===== config.mk =====
export PLATFORM = sky130hd
export DESIGN_NAME = ps2_keyboard_frontend_flat
export DESIGN_NICKNAME = d
export VERILOG_FILES = /design/src/rtl/ps2_keyboard_frontend_if.sv /design/src/rtl/ps2_keyboard_frontend.sv /design/src/flat_wrapper.sv
export SDC_FILE = /design/constraint.sdc
export NUM_CORES = 1
export LEC_CHECK = 0
export BUFFER_PORTS_ARGS = -buffer_cell sky130_fd_sc_hd__buf_4
export CAP_MARGIN = 20
export CORE_ASPECT_RATIO = 2
export CORE_UTILIZATION = 55
export CTS_BUF_LIST = sky130_fd_sc_hd__clkbuf_4 sky130_fd_sc_hd__clkbuf_8
export DETAILED_ROUTE_END_ITERATION = 12
export GPL_ROUTABILITY_DRIVEN = 1
export GPL_TIMING_DRIVEN = 0
export PLACE_DENSITY = 0.75
export SETUP_SLACK_MARGIN = 0.2
export SYNTH_ARGS = -nofsm -noshare
export SYNTH_HDL_FRONTEND = slang
export SYNTH_SLANG_ARGS = --single-unit

===== constraint.sdc =====
create_clock -name clk -period 6.2 [get_ports clk]
set_input_delay 0.62 -clock clk [delete_from_list [all_inputs] [get_ports clk]]
set_output_delay 0.62 -clock clk [all_outputs]
set_load 0.05 [all_outputs]

===== src/rtl/ps2_keyboard_frontend_if.sv =====
// PS/2 keyboard front-end bundle: raw PS/2 lines in, decoded key/status/display signals out.
// Latency: none (wiring only).
// Backpressure: none; every output is either a level or a single-cycle pulse.
// Ports: ps2_clk/ps2_dat (raw, asynchronous), key_data/last_key (bytes), byte_valid/key_pressed/frame_err (pulses),
//        hex0/hex1 (active-low 7-seg), dly_rst (delayed reset release).
interface ps2_keyboard_frontend_if;
    logic       ps2_clk;
    logic       ps2_dat;
    logic [7:0] key_data;
    logic       byte_valid;
    logic       key_pressed;
    logic [7:0] last_key;
    logic       frame_err;
    logic [6:0] hex0;
    logic [6:0] hex1;
    logic       dly_rst;

    // master: the front-end itself
    modport master (
        input  ps2_clk, ps2_dat,
        output key_data, byte_valid, key_pressed, last_key, frame_err, hex0, hex1, dly_rst
    );

    // slave: the board logic / keyboard side
    modport slave (
        output ps2_clk, ps2_dat,
        input  key_data, byte_valid, key_pressed, last_key, frame_err, hex0, hex1, dly_rst
    );
endinterface


===== src/rtl/ps2_keyboard_frontend.sv =====
// PS/2 keyboard receiver: sync + deserialise 11-bit frames, prefix filter, hex display, delayed reset release.
// Latency: pulses appear 1 cycle after the stop-bit falling edge is seen (3 cycles after the raw edge via the syncs).
// Backpressure: none; consumers must take single-cycle pulses as they come.
// Ports: clk (rising edge), RESETN (async, active-high), kbd (master modport of ps2_keyboard_frontend_if).
module ps2_keyboard_frontend #(
    parameter int TIMEOUT_CYCLES     = 50000,
    parameter int RESET_DELAY_CYCLES = 1048575
) (
    input  logic                           clk,
    input  logic                           RESETN,
    ps2_keyboard_frontend_if.master        kbd
);
    localparam int TW = $clog2(TIMEOUT_CYCLES + 1);
    localparam int RW = $clog2(RESET_DELAY_CYCLES + 1);

    typedef enum logic [1:0] {S_IDLE, S_DATA, S_PARITY, S_STOP} state_t;

    state_t        state_q, state_d;
    logic [2:0]    clk_sync_q;      // [0],[1] synchroniser, [2] previous synced value for edge detect
    logic [1:0]    dat_sync_q;
    logic [2:0]    bit_cnt_q, bit_cnt_d;
    logic [7:0]    shift_q, shift_d;
    logic          par_q, par_d;
    logic [TW-1:0] tmo_q, tmo_d;
    logic          brk_q, brk_d;
    logic [7:0]    key_data_q, key_data_d;
    logic [7:0]    last_key_q, last_key_d;
    logic          byte_valid_q, byte_valid_d;
    logic          key_pressed_q, key_pressed_d;
    logic          frame_err_q, frame_err_d;
    logic [RW-1:0] dly_cnt_q, dly_cnt_d;

    logic ps2_fall;
    logic ps2_bit;

    assign ps2_fall = clk_sync_q[2] & ~clk_sync_q[1];
    assign ps2_bit  = dat_sync_q[1];

    always_ff @(posedge clk or posedge RESETN) begin
        if (RESETN) begin
            state_q       <= S_IDLE;
            clk_sync_q    <= '0;
            dat_sync_q    <= '0;
            bit_cnt_q     <= '0;
            shift_q       <= '0;
            par_q         <= 1'b0;
            tmo_q         <= '0;
            brk_q         <= 1'b0;
            key_data_q    <= '0;
            last_key_q    <= '0;
            byte_valid_q  <= 1'b0;
            key_pressed_q <= 1'b0;
            frame_err_q   <= 1'b0;
            dly_cnt_q     <= '0;
        end else begin
            state_q       <= state_d;
            clk_sync_q    <= {clk_sync_q[1:0], kbd.ps2_clk};
            dat_sync_q    <= {dat_sync_q[0], kbd.ps2_dat};
            bit_cnt_q     <= bit_cnt_d;
            shift_q       <= shift_d;
            par_q         <= par_d;
            tmo_q         <= tmo_d;
            brk_q         <= brk_d;
            key_data_q    <= key_data_d;
            last_key_q    <= last_key_d;
            byte_valid_q  <= byte_valid_d;
            key_pressed_q <= key_pressed_d;
            frame_err_q   <= frame_err_d;
            dly_cnt_q     <= dly_cnt_d;
        end
    end

    always_comb begin
        state_d       = state_q;
        bit_cnt_d     = bit_cnt_q;
        shift_d       = shift_q;
        par_d         = par_q;
        tmo_d         = '0;
        brk_d         = brk_q;
        key_data_d    = key_data_q;
        last_key_d    = last_key_q;
        byte_valid_d  = 1'b0;
        key_pressed_d = 1'b0;
        frame_err_d   = 1'b0;

        // Watchdog on a stalled frame: restart from IDLE, partial byte dropped silently.
        if (state_q != S_IDLE && !ps2_fall && tmo_q == TW'(TIMEOUT_CYCLES - 1)) begin
            state_d = S_IDLE;
        end else begin
            if (state_q != S_IDLE && !ps2_fall) begin
                tmo_d = tmo_q + TW'(1);
            end
            if (ps2_fall) begin
                case (state_q)
                    S_IDLE: begin
                        if (!ps2_bit) begin
                            state_d   = S_DATA;
                            bit_cnt_d = '0;
                        end
                    end
                    S_DATA: begin
                        shift_d   = {ps2_bit, shift_q[7:1]};
                        bit_cnt_d = bit_cnt_q + 3'd1;
                        if (bit_cnt_q == 3'd7) begin
                            state_d = S_PARITY;
                        end
                    end
                    S_PARITY: begin
                        par_d   = ps2_bit;
                        state_d = S_STOP;
                    end
                    S_STOP: begin
                        state_d = S_IDLE;
                        // Odd parity over data+parity, and stop bit must be high.
                        if ((^{shift_q, par_q}) && ps2_bit) begin
                            byte_valid_d = 1'b1;
                            key_data_d   = shift_q;
                            if (shift_q == 8'hF0) begin
                                brk_d = 1'b1;
                            end else if (shift_q == 8'hE0) begin
                                brk_d = brk_q;
                            end else if (brk_q) begin
                                brk_d = 1'b0;   // this is the released key's code
                            end else begin
                                last_key_d    = shift_q;
                                key_pressed_d = 1'b1;
                            end
                        end else begin
                            frame_err_d = 1'b1;
                        end
                    end
                    default: state_d = S_IDLE;
                endcase
            end
        end

        // Saturating delay counter; dly_rst is its terminal-count flag.
        dly_cnt_d = (dly_cnt_q == RW'(RESET_DELAY_CYCLES)) ? dly_cnt_q : dly_cnt_q + RW'(1);
    end

    function automatic logic [6:0] seg7(input logic [3:0] nib);
        logic [6:0] s;
        case (nib)
            4'h0: s = 7'h40;  4'h1: s = 7'h79;  4'h2: s = 7'h24;  4'h3: s = 7'h30;
            4'h4: s = 7'h19;  4'h5: s = 7'h12;  4'h6: s = 7'h02;  4'h7: s = 7'h78;
            4'h8: s = 7'h00;  4'h9: s = 7'h10;  4'hA: s = 7'h08;  4'hB: s = 7'h03;
            4'hC: s = 7'h46;  4'hD: s = 7'h21;  4'hE: s = 7'h06;  default: s = 7'h0E;
        endcase
        return s;
    endfunction

    assign kbd.key_data    = key_data_q;
    assign kbd.byte_valid  = byte_valid_q;
    assign kbd.key_pressed = key_pressed_q;
    assign kbd.last_key    = last_key_q;
    assign kbd.frame_err   = frame_err_q;
    assign kbd.hex0        = seg7(last_key_q[3:0]);
    assign kbd.hex1        = seg7(last_key_q[7:4]);
    assign kbd.dly_rst     = (dly_cnt_q == RW'(RESET_DELAY_CYCLES));
endmodule


===== src/flat_wrapper.sv =====
// flat-port wrapper written by rule: the top's interface ports become plain ports
module ps2_keyboard_frontend_flat 
#(
    parameter int TIMEOUT_CYCLES     = 50000,
    parameter int RESET_DELAY_CYCLES = 1048575
)
  (clk, RESETN, kbd_ps2_clk, kbd_ps2_dat, kbd_key_data, kbd_byte_valid, kbd_key_pressed, kbd_last_key, kbd_frame_err, kbd_hex0, kbd_hex1, kbd_dly_rst);
  ps2_keyboard_frontend_if kbd_i ();
  input  logic clk;
  input  logic RESETN;
  input wire logic [$bits(kbd_i.ps2_clk)-1:0] kbd_ps2_clk;
  input wire logic [$bits(kbd_i.ps2_dat)-1:0] kbd_ps2_dat;
  output wire logic [$bits(kbd_i.key_data)-1:0] kbd_key_data;
  output wire logic [$bits(kbd_i.byte_valid)-1:0] kbd_byte_valid;
  output wire logic [$bits(kbd_i.key_pressed)-1:0] kbd_key_pressed;
  output wire logic [$bits(kbd_i.last_key)-1:0] kbd_last_key;
  output wire logic [$bits(kbd_i.frame_err)-1:0] kbd_frame_err;
  output wire logic [$bits(kbd_i.hex0)-1:0] kbd_hex0;
  output wire logic [$bits(kbd_i.hex1)-1:0] kbd_hex1;
  output wire logic [$bits(kbd_i.dly_rst)-1:0] kbd_dly_rst;
  assign kbd_i.ps2_clk = kbd_ps2_clk;
  assign kbd_i.ps2_dat = kbd_ps2_dat;
  assign kbd_key_data = kbd_i.key_data;
  assign kbd_byte_valid = kbd_i.byte_valid;
  assign kbd_key_pressed = kbd_i.key_pressed;
  assign kbd_last_key = kbd_i.last_key;
  assign kbd_frame_err = kbd_i.frame_err;
  assign kbd_hex0 = kbd_i.hex0;
  assign kbd_hex1 = kbd_i.hex1;
  assign kbd_dly_rst = kbd_i.dly_rst;
  ps2_keyboard_frontend #(.TIMEOUT_CYCLES(TIMEOUT_CYCLES), .RESET_DELAY_CYCLES(RESET_DELAY_CYCLES)) u_core (.clk(clk), .RESETN(RESETN), .kbd(kbd_i));
endmodule

# After elaboration in Yosys (flattened, before gate mapping)
# Memory sizes are Yosys's and may differ from the RTL's.
# Cells that the tools add are included.
# totals
regBits	75
rom_bits	224
in_bits	4
memories	2
# op_classes
addsub	3
n_eq_ne	12
mux	26
n_bitwise	6
reduce_logical	16
# mem_list
name	words	word_bits	rd	rd_clocked_by_memory_dff	write_ports	line	text
(no name shown)	16	7	1	0	0	ps2_keyboard_frontend.sv:143	case (nib)
(no name shown)	16	7	1	0	0	ps2_keyboard_frontend.sv:143	
# op_table
cell	count
$mux 16	2
$add 20x1->20 const B	1
$eq 20x20->1 const B	1
$mux 1	17
$add 16x1->16 const B	1
$eq 16x16->1 const B	1
$eq 8x8->1 const B	2
$reduce_and 3->1	3
$reduce_xor 9->1	1
$mux 2	4
$pmux 2 s4	1
$reduce_and 4->1	2
$reduce_and 7->1	1
$pmux 3 s2	1
$reduce_bool 2->1	3
$not 1->1	5
$reduce_and 5->1	1
$eq 2x2->1 const B	2
$add 3x1->3 const B	1
$eq 3x3->1 const B	1
$logic_and 1x1->1	3
$mux 3	1
$ne 3x1->1 const B	1
$ne 3x3->1 const B	1
6 further kinds	6

# Logic depth before layout (Yosys ltp)
# Gate-level depths: netlist (run 1).
# depth
ltp_word	7
ltp_mapped	8

# Worst setup path before layout (run 1)
# Ideal clock, no wire load.
# synth_timing
kind	register to output
from	register u_core.last_key_q[4] (netlist: u_core.kbd.last_key[4])
to	output kbd_hex1[5]
arrival_time_ns	2.341
t_required_ns	5.580
slack_ns	3.239
path_stages_with_launch	4
cell_sequence	dfrtp_1 -> inv_1 -> ha_1 -> o31ai_1
# synth_via
elab_chain_len	1
# synth_rtl
item	line	text
start, declared	ps2_keyboard_frontend.sv:27	logic [7:0] last_key_q, last_key_d;
start signal, assigned	ps2_keyboard_frontend.sv:65	last_key_q <= last_key_d;
$mem_v2 16x7	n/a	
end, declared	flat_wrapper.sv:19	output wire logic [$bits(kbd_i.hex1)-1:0] kbd_hex1;
# Every way passes these cells.

# Worst setup path after layout (run 1)
# layout_timing
from	register u_core.dly_cnt_q[0]
to	output kbd_dly_rst
# layout_via
elab_chain_len	1
# layout_rtl
item	line	text
start, declared	ps2_keyboard_frontend.sv:31	logic [RW-1:0] dly_cnt_q, dly_cnt_d;
start signal, assigned	ps2_keyboard_frontend.sv:69	dly_cnt_q <= dly_cnt_d;
$eq 20x20->1	ps2_keyboard_frontend.sv:159	assign kbd.dly_rst = (dly_cnt_q == RW'(RESET_DELAY_CYCLES));
end, declared	flat_wrapper.sv:20	output wire logic [$bits(kbd_i.dly_rst)-1:0] kbd_dly_rst;
# Every way passes these cells.

==> results of run 1 <==
[kinds of logic after synthesis]
family,Yosys count
flip-flops,75
buffers and inverters,27
XOR/XNOR,31
AND/OR/NAND/NOR,111
multiplexers,29
AO/OA/AOI/OAI,53
adder cells (fa/ha/maj),20
[critical path, stage by stage (launching register included)]
cell	delay, ns
dfrtp_1	0.40
ha_1	0.22
nand3_1	0.19
or3_1	0.48
or2_2	0.30
buf_2	0.19
inv_1	0.13
buf_4	0.21
[final timing paths]
kind / start / to / slack [ns] / cells past startpoint
min reg2reg: u_core.clk_sync_q[0] / u_core.clk_sync_q[1] / 0.35 / 0
max in group asynchronous: RESETN / u_core.kbd.key_data[1] / 5.55 / 3
min in group clk: u_core.clk_sync_q[0] / u_core.clk_sync_q[1] / 0.35 / 0
max: u_core.dly_cnt_q[0] / kbd_dly_rst / 3.11 / 7
min: RESETN / u_core.tmo_q[4] / 0.34 / 3
max reg2reg: u_core.shift_q[7] / u_core.kbd.last_key[6] / 3.93 / 7
[state kept, by name, summed over array words and instances (netlist names), 2 cells and up]
name	flops
u_core.kbd.last_key	8
u_core.bit_cnt_q	3
u_core.state_q	2
u_core.clk_sync_q	3
u_core.dat_sync_q	2
u_core.shift_q	8
u_core.dly_cnt_q	20
u_core.kbd.key_data	8
u_core.tmo_q	16
[synth_stat cells, types with 5 or more instances]
cell type	instances	share of area
mux2_2	16	0.047
dfrtp_1	75	0.49
xnor2_1	18	0.041
nand2_1	20	0.020
mux2_4	6	0.024
nor2b_1	5	0.0082
nand3_1	20	0.026
nand4_1	8	0.013
nor3_1	5	0.0066
mux2i_1	5	0.013
a21oi_1	9	0.012
ha_1	20	0.066
inv_1	17	0.017
xor2_1	12	0.028
clkbuf_1	6	0.0059
nor2_1	26	0.026
or3_1	7	0.012
o21ai_0	21	0.028
[routing by layer]
metal | track usage | vias to the layer above
met5 | 0 | -
met4 | 0.109 | 0
met3 | 0.0593 | 13
met2 | 0.391 | 55
met1 | 0.214 | 1302
li1 | - | 1313
[metrics by stage]
step,worst slack [ns],total power [W],instances,instance area (um2),util
after floorplan,3.24,0.00126,346,3810,-
after global placement,2.82,0.00144,471,4190,0.628
after detailed placement,3.46,0.00147,472,4220,0.633
after CTS,3.08,0.00185,487,4430,0.663
after global routing,2.98,0.00195,487,4430,0.663
final,3.11,0.00183,487,4430,0.663
[cell type report]
class,instances,area (um2),share of cell area
plain buffers,10,48.8,0.0110
clock buffers,13,166,0.0376
clock inverters,2,35.0,0.00792
inverters,17,66.3,0.0150
multi-input cells,244,1820,0.411
flip-flops and latches,75,1880,0.424
well taps,88,110,0.0249
repair buffers,38,305,0.0690
[power by group through the flow]
stage          sequential, W  combinational, W  clock [W]
4_1_cts             0.000662          0.000798   0.000388
2_1_floorplan       0.000745          0.000518          0
5_1_grt             0.000676          0.000864   0.000406
6_report            0.000662          0.000794   0.000376
3_5_place_dp        0.000671          0.000795          0
3_3_place_gp        0.000667          0.000774          0
==> metrics.md, run 1 <==
| Metric | Value |
|---|---|
| Yosys cell types | `41` |
| Num CTS Buffers | `9` |
| Count of input and output buffers | `37` |
| RePlAce Congestion | `0.749` |
| Share of synthesized registers carrying an async set or reset | `1.00` |
| # DRC | `0` |
| FMAX | `0.324 GHz` |
| Slew Limit Fails | `0` |
| Core Footprint | `6670 um2` |
| Post-synthesis register bit count | `75` |
| Adder-Cell Fraction of Synth Area | `0.0657` |
| Total Routing Usage GR | `0.217` |
| Antenna violations before repair | `0` |
| Layout Skew | `0.00909 ns` |
| Max_slew headroom | `0.672` |
| Fin Setup TNS | `0 ns` |
| Via count | `2683` |
| Capturing element type of the critical path | `primary output` |
| Crit path launch type | `flip-flop` |
| DRT Pass-1 Iters | `4` |
| Simple-gate portion of the synthesized area | `0.149` |
| Sink Count | `75` |
| Max Root-Sink Buffers | `2` |
| Die W | `60.8 um` |
| Mux contribution to synthesized area | `0.0960` |
| Worst EP required | `5.58 ns` |
| Syn_nets | `370` |
| Final WL | `6.96 mm` |
| Final setup viols | `0` |
| Synth-to-layout area growth | `16.3%` |
| Worst vdd ir | `0.202 mV` |
| Post-route ant nets | `0` |
| Most frequent cells in the layout | `dfrtp_1 (75), buf_4 (37), nor2_1 (26)` |
| Most common cell after layout, fill and taps aside | `dfrtp_1` |
| Status | `completed` |
| Routed wl met2 | `3.95 mm` |
| Proportion of power drawn by the clock network | `0.205` |
| Die ar. | `7280 um2` |
| Fraction of layout instances using a drive strength above 1 | `0.221` |
| Worst hold margin | `0.340 ns` |
| Post-synth EDFFs | `0` |
| Number of fill cells in the layout | `556` |
| Min Tclk post-route | `3.09 ns` |
| CP Class | `reg2out` |
| Top sig layer | `met4` |
| WL met3 | `225 um` |
| FP Rows | `42` |
| CTS tree | `built` |
| Post-synthesis sequential area ratio | `0.493` |
| Hold-fix buffers, CTS | `0` |
| Vias in the first global route | `2720` |
| Ys flop type | `dfrtp_1` |
| RSZ-0062 raised after global routing | `false` |
| IO Count | `38` |
| Switching share of power | `0.402` |
| # Post-CTS Setup Buffers | `0` |
| Reg power frac | `0.361` |
| CTS clock-pin slew for the worst setup and hold paths | `0.07 ns` |
| Final hold violation count | `0` |
| Compound-gate portion of the synthesized area | `0.0911` |
| Syn Inst Count | `346` |
| XOR/XNOR Fraction of Synth Area | `0.0753` |
| Synthesis warning total | `0` |
| CTS resizes | `0` |
| Post-DR wirelength/cell | `14.3 um` |
| Die H | `120 um` |
| Syn Area/Cell | `11.0 um2` |
| Max-cap viol count | `0` |
| ANT cells | `0` |
| Detailed Route Iter0 Violations | `100` |
| Global-route wire length before repair | `11.7 mm` |
| NumNets Final | `419` |
| LEAKAGE | `2.12 nW` |
| Sw power | `0.000736 W` |
| Worst hold path class | `in2async` |
| Largest net degree at the start of global routing | `76` |
| HPWL after DPL | `5.13 mm` |
| Tcrit/Tclk final | `0.498` |
| Root Driver | `clkbuf_8` |
| Worst Tran Pin Value | `0.488 ns` |
| Initial core utilization | `0.570` |
| Clk_lat worst skew | `0.35 ns` |
| Largest family of logic cells by synthesized area | `simple AND/OR/NAND/NOR gates` |
| Comb pwr share | `0.433` |
| Pint | `0.00110 W` |
| Max FO, Critical Path | `10` |
| WL met1 | `2.65 mm` |
| Post-DR vias/cell | `5.51` |
| Worst Path Arrival | `2.47 ns` |
| PwrDens | `414 nW/um2` |
| H-Tree Level Count | `3` |
| Synthesized cell area | `3810 um2` |
| Total gr overflow | `0` |
(Power assumes the default switching activity.)
==> run 2, diff against run 1 <==
Settings changed: PLACE_DENSITY 0.75 to 0.78.
Clock period 6.2 ns to 2.5 ns, I/O delays scaled along.
==> run 2 against run 1 <==
Compared with the run above:
- worst hold slack got worse by 0.25 ns
- worst setup slack got worse by 2.9 ns
- non-clock buffer count rose by 28
- combinational power rose to 2.6 times the previous value
- clock power rose to 2.7 times the previous value
- die area did not move
- total power rose to 2.6 times the previous value
- clock skew barely moved
- largest cell class is now multi-input gates
- register-to-register slack got worse by 3.7 ns
==> metrics.md, run 2 (synthesis gave the netlist of run 1 again) <==
| Metric | Value |
|---|---|
| Top sig layer | `met4` |
| Total gr overflow | `0` |
| Max-cap viol count | `0` |
| Worst Slack Setup Final | `0.170 ns` |
| Pre-CTS WS | `0.186 ns` |
| Largest registers | `u_core.dly_cnt_q x20, u_core.tmo_q x16` |
| Register with the most flip-flops | `u_core.dly_cnt_q` |
| Capturing element type of the critical path | `primary output` |
| RSZ-0062 raised after global routing | `true` |
| Global-route wire length before repair | `12.8 mm` |
| CTS clock-pin slew for the worst setup and hold paths | `0.08 ns` |
| Largest register FFs | `20` |
| Storage cell area | `1880 um2` |
| Switching share of power | `0.404` |
| HPWL after DPL | `5.34 mm` |
| Sw power | `0.00192 W` |
| Detailed Route Iter0 Violations | `82` |
| Worst EP required | `2.25 ns` |
| Slew Limit Fails | `0` |
| Fraction of layout instances using a drive strength above 1 | `0.329` |
| Final setup viols | `0` |
| Largest net degree at the start of global routing | `76` |
| Crit path launch type | `flip-flop` |
| Initial core utilization | `0.570` |
| Most frequent cells in the layout | `dfrtp_1 (70), buf_4 (61), nor2_1 (26)` |
| Worst hold margin | `0.0849 ns` |
| H-Tree Level Count | `3` |
| Max_slew headroom | `0.408` |
| Most common cell after layout, fill and taps aside | `dfrtp_1` |
| Worst Path Arrival | `2.08 ns` |
| Sink Count | `75` |
| Min Tclk post-route | `2.33 ns` |
| Root Driver | `clkbuf_8` |
| Synth-to-layout area growth | `25.0%` |
| Die W | `60.8 um` |
| Tcrit/Tclk final | `0.932` |
| Post-DR wirelength/cell | `15.4 um` |
| PwrDens | `998 nW/um2` |
| Worst vdd ir | `0.534 mV` |
| Total Routing Usage GR | `0.240` |
| Proportion of power drawn by the clock network | `0.211` |
| Worst Tran Pin Value | `0.887 ns` |
| Final WL | `7.93 mm` |
| RePlAce Congestion | `0.801` |
| WL met1 | `2.84 mm` |
| Number of fill cells in the layout | `472` |
| Count of input and output buffers | `37` |
| LEAKAGE | `2.26 nW` |
| WL met3 | `180 um` |
| Layout Skew | `0.00950 ns` |
| Status | `completed` |
| Core Footprint | `6670 um2` |
| Max FO, Critical Path | `4` |
| Num CTS Buffers | `9` |
| Clk_lat worst skew | `0.36 ns` |
| Post-DR vias/cell | `5.49` |
| FP Rows | `42` |
| Via count | `2831` |
| Vias in the first global route | `2896` |
| Post-route ant nets | `0` |
| ANT cells | `0` |
| Die ar. | `7280 um2` |
| Die H | `120 um` |
| Final hold violation count | `0` |
| Pint | `0.00283 W` |
| Antenna violations before repair | `0` |
| FMAX | `0.429 GHz` |
| Routed wl met2 | `4.64 mm` |
| Comb pwr share | `0.443` |
| Worst hold path class | `in2async` |
| Max Root-Sink Buffers | `2` |
| CP Class | `reg2out` |
| Power consumption | `0.00475 W` |
| Area occupied by multi-input gates | `1900 um2` |
| IO Count | `38` |
| NumNets Final | `447` |
| CTS tree | `built` |
| # DRC | `0` |
| DRT Pass-1 Iters | `4` |
| Reg power frac | `0.346` |
## run 2: changes by cell type in the layout (fill, tap and decap cells not counted), sizes merged
cell,before,now
buf,42,67
clkbuf,19,20
clkinv,1,0
clkinvlp,0,3
dlygate4sd3,0,2
inv,17,16
## run 2: metal layers
layer	global-route usage	vias up
met3	0.0442	22
met2	0.449	59
met1	0.231	1388
met5	0	-
li1	-	1362
met4	0.125	0
## run 2: power groups by stage
stage | sequential (W) | clock (W) | combinational, W
2_1_floorplan | 0.00185 | 0 | 0.00130
5_1_grt | 0.00168 | 0.00106 | 0.00229
3_3_place_gp | 0.00165 | 0 | 0.00193
3_5_place_dp | 0.00167 | 0 | 0.00198
6_report | 0.00164 | 0.00100 | 0.00210
4_1_cts | 0.00164 | 0.00101 | 0.00199
## run 2: path summary, 6_finish.rpt
kind / from / end / slack, ns / depth (start not counted)
setup / recovery: u_core.dly_cnt_q[13] / kbd_dly_rst / 0.17 / 7
hold / removal: RESETN / u_core.dly_cnt_q[0] / 0.08 / 2
setup reg to reg: u_core.shift_q[3] / u_core.kbd.last_key[6] / 0.22 / 7
hold reg to reg: u_core.clk_sync_q[0] / u_core.clk_sync_q[1] / 0.36 / 0
max in group asynchronous: RESETN / u_core.shift_q[4] / 1.79 / 2
min in group clk: u_core.clk_sync_q[0] / u_core.clk_sync_q[1] / 0.36 / 0
## run 2: cell type report
class / instances / area share
clock inverter: 3 / 0.00946
sequential: 75 / 0.396
timing repair buffer: 66 / 0.108
multi-input combinational: 244 / 0.400
inverter: 17 / 0.0147
clock buffer: 13 / 0.0363
tap: 88 / 0.0231
buffer: 10 / 0.0124
## run 2: critical path, cell delays in order (launching register included)
cell and delay (ns):
dfrtp_1 0.37, and4_4 0.25, nand3_4 0.09, or3_4 0.41
or2_4 0.25, buf_6 0.13, clkinvlp_4 0.08, buf_8 0.14
## run 2: metrics by stage
step	std cells	util	TNS [ns]	cell area, um2
2_1_floorplan	346	-	0	3820
3_3_place_gp	471	0.630	-33.07	4210
3_5_place_dp	471	0.631	0	4210
4_1_cts	502	0.690	0	4600
5_1_grt	516	0.713	0	4760
6_report	516	0.713	0	4760
## run 2: timing repair
action | CTS | global route
pin swaps | 2 | 6
cloned | 0 | 1
endpoints found under the hold margin | 2 | 0
gates resized for setup | 15 | 21
endpoints found under the setup margin | 3 | 30
hold buffers | 2 | 0
buffers inserted | 13 | 13
==> run 3, diff against run 2 <==
Settings changed: PLACE_DENSITY 0.78 to default, PLACE_DENSITY_LB_ADDON from default to 0.1.
==> run 3 against run 2 <==
Compared with the run above:
- via count down 0.21%
- clock power down 6%
- clock skew down 0.0025 ns
- design area down 0.45%
- sequential share of layout area up 0.18 points
- worst setup slack better by 0.079 ns
- non-clock buffer count unchanged
- critical endpoint unchanged
- largest power group unchanged
==> metrics.md, run 3 (synthesis gave the netlist of run 1 again) <==
| Metric | Value |
|---|---|
| Capturing element type of the critical path | `primary output` |
| CP top delay family | `simple AND/OR/NAND/NOR gates` |
| Sink Count | `75` |
| Final Cell Area | `4740 um2` |
| Antenna violations before repair | `0` |
| Total Routing Usage GR | `0.227` |
| Detailed Route Iter0 Violations | `58` |
| Max_slew headroom | `0.409` |
| Global-route wire length before repair | `12.2 mm` |
| Worst Path Arrival | `2.00 ns` |
| CTS tree | `built` |
| H-Tree Level Count | `3` |
| Final setup viols | `0` |
| Final hold violation count | `0` |
| Fraction of layout instances using a drive strength above 1 | `0.323` |
| Max FO, Critical Path | `2` |
| NumNets Final | `447` |
| Die H | `120 um` |
| RSZ-0062 raised after global routing | `true` |
| Layout Skew | `0.00695 ns` |
| Worst Tran Pin Value | `0.886 ns` |
| Dpl cell area | `4210 um2` |
| CTS clock-pin slew for the worst setup and hold paths | `0.07 ns` |
| IO Count | `38` |
| DRT Pass-1 Iters | `4` |
| Initial core utilization | `0.570` |
| Post-DR wirelength/cell | `14.4 um` |
| Slowest-stage cell, CP | `or3_4` |
| Root Driver | `clkbuf_8` |
| Max Root-Sink Buffers | `2` |
| Post-Layout Cell Count | `515` |
| Crit path launch type | `flip-flop` |
| Largest stage delay, worst path | `0.39 ns` |
| # DRC | `0` |
| Post-DR vias/cell | `5.49` |
| ANT cells | `0` |
| Die ar. | `7280 um2` |
| Most common cell after layout, fill and taps aside | `dfrtp_1` |
| Post-route ant nets | `0` |
| Worst hold path class | `in2async` |
| Worst path depth | `7` |
| Final WL | `7.44 mm` |
| Worst vdd ir | `0.513 mV` |
| Register with the most flip-flops | `u_core.dly_cnt_q` |
| WP buf/inv | `3` |
| FP Rows | `42` |
| Max-cap viol count | `0` |
| Core Footprint | `6670 um2` |
| CP Class | `reg2out` |
| Largest registers | `u_core.dly_cnt_q x20, u_core.tmo_q x16` |
| FMAX | `0.444 GHz` |
| Critical path, cell by cell | `and4_4 > nand3_2 > or3_4 > or2_4 > buf_6 > clkinvlp_4 > buf_8` |
| Tcrit/Tclk final | `0.900` |
| Final Util | `0.710` |
| Reg2reg path depth | `7` |
| PwrDens | `984 nW/um2` |
| Count of input and output buffers | `37` |
| RePlAce Congestion | `0.767` |
| Clk_lat worst skew | `0.35 ns` |
| Die W | `60.8 um` |
| Largest net degree at the start of global routing | `76` |
| HPWL after DPL | `5.16 mm` |
| Via count | `2825` |
| Number of fill cells in the layout | `501` |
| Fin Setup TNS | `0 ns` |
| LEAKAGE | `2.26 nW` |
| Most frequent cells in the layout | `dfrtp_1 (70), buf_4 (61), nor2_1 (26)` |
| Vias in the first global route | `2807` |
| Synth-to-layout area growth | `24.5%` |
| Worst EP required | `2.25 ns` |
| Num CTS Buffers | `9` |
| Slew Limit Fails | `0` |
| Largest register FFs | `20` |
| Min Tclk post-route | `2.25 ns` |
| Power consumption | `0.00466 W` |
| Status | `completed` |
| Total gr overflow | `0` |
| Placed Instances | `471` |
==> run 3: changes by cell type in the layout (fill, tap and decap cells not counted), sizes merged <==
cell and change:
clkinv +1, clkinvlp -2
==> run 3: path summary, 6_finish.rpt <==
kind                            slack (ns)                      to            startpoint
worst max register to register        0.28  u_core.kbd.last_key[4]     u_core.shift_q[3]
max in group asynchronous             1.78  u_core.kbd.last_key[1]                RESETN
worst min-delay path                  0.09    u_core.dly_cnt_q[13]                RESETN
worst max-delay path                  0.25             kbd_dly_rst   u_core.dly_cnt_q[4]
min in group clk                      0.35    u_core.clk_sync_q[1]  u_core.clk_sync_q[0]
worst min register to register        0.35    u_core.clk_sync_q[1]  u_core.clk_sync_q[0]
==> run 3: final cells by class <==
cell class | instances | area, um2 | share of cell area
well taps | 88 | 110 | 0.0232
repair buffers | 66 | 515 | 0.109
inverters | 17 | 70.1 | 0.0148
plain buffers | 10 | 58.8 | 0.0124
flip-flops and latches | 75 | 1880 | 0.397
multi-input cells | 244 | 1900 | 0.401
clock buffers | 13 | 166 | 0.0351
clock inverters | 2 | 35.0 | 0.00739
==> run 3: worst register-to-register path: cells and delay by family (launching register included) <==
kind	cells	cell delay (ns)
AOI/OAI and AO/OA	2	0.37
xor gates and xnor gates	3	0.83
buffers and inverters	1	0.16
DFF	1	0.44
muxes	1	0.30
==> run 3: timing repair <==
action,4_1_cts,5_1_grt
endpoints found under the hold margin,0,2
gates resized for setup,15,18
setup buffers,16,11
endpoints found under the setup margin,3,28
hold buffers,0,2
pin swaps,3,6
gates cloned,0,0
==> run 3: layer usage <==
layer,vias up,track usage,wire length [um]
li1,1370,-,-
met1,1394,0.218,2740
met2,43,0.437,4360
met3,18,0.0420,151
met4,0,0.0952,182
met5,-,0,0
==> run 3: through the flow <==
step	hold WS (ns)	setup slack, ns
finish	0.0923	0.249
detailed placement	0.336	0.168
CTS	0.000421	0.181
floorplan	0.281	0.255
global placement	0.333	-0.467
global route	0.179	0.181
==> run 3: where the power goes <==
part / switching (W) / total, W / leakage (nW) / internal [W]
Sequential: 0.000227 / 0.00165 / 0.993 / 0.00142
Clock: 0.000410 / 0.000941 / 0.106 / 0.000531
Combinational: 0.00123 / 0.00207 / 1.16 / 0.000844
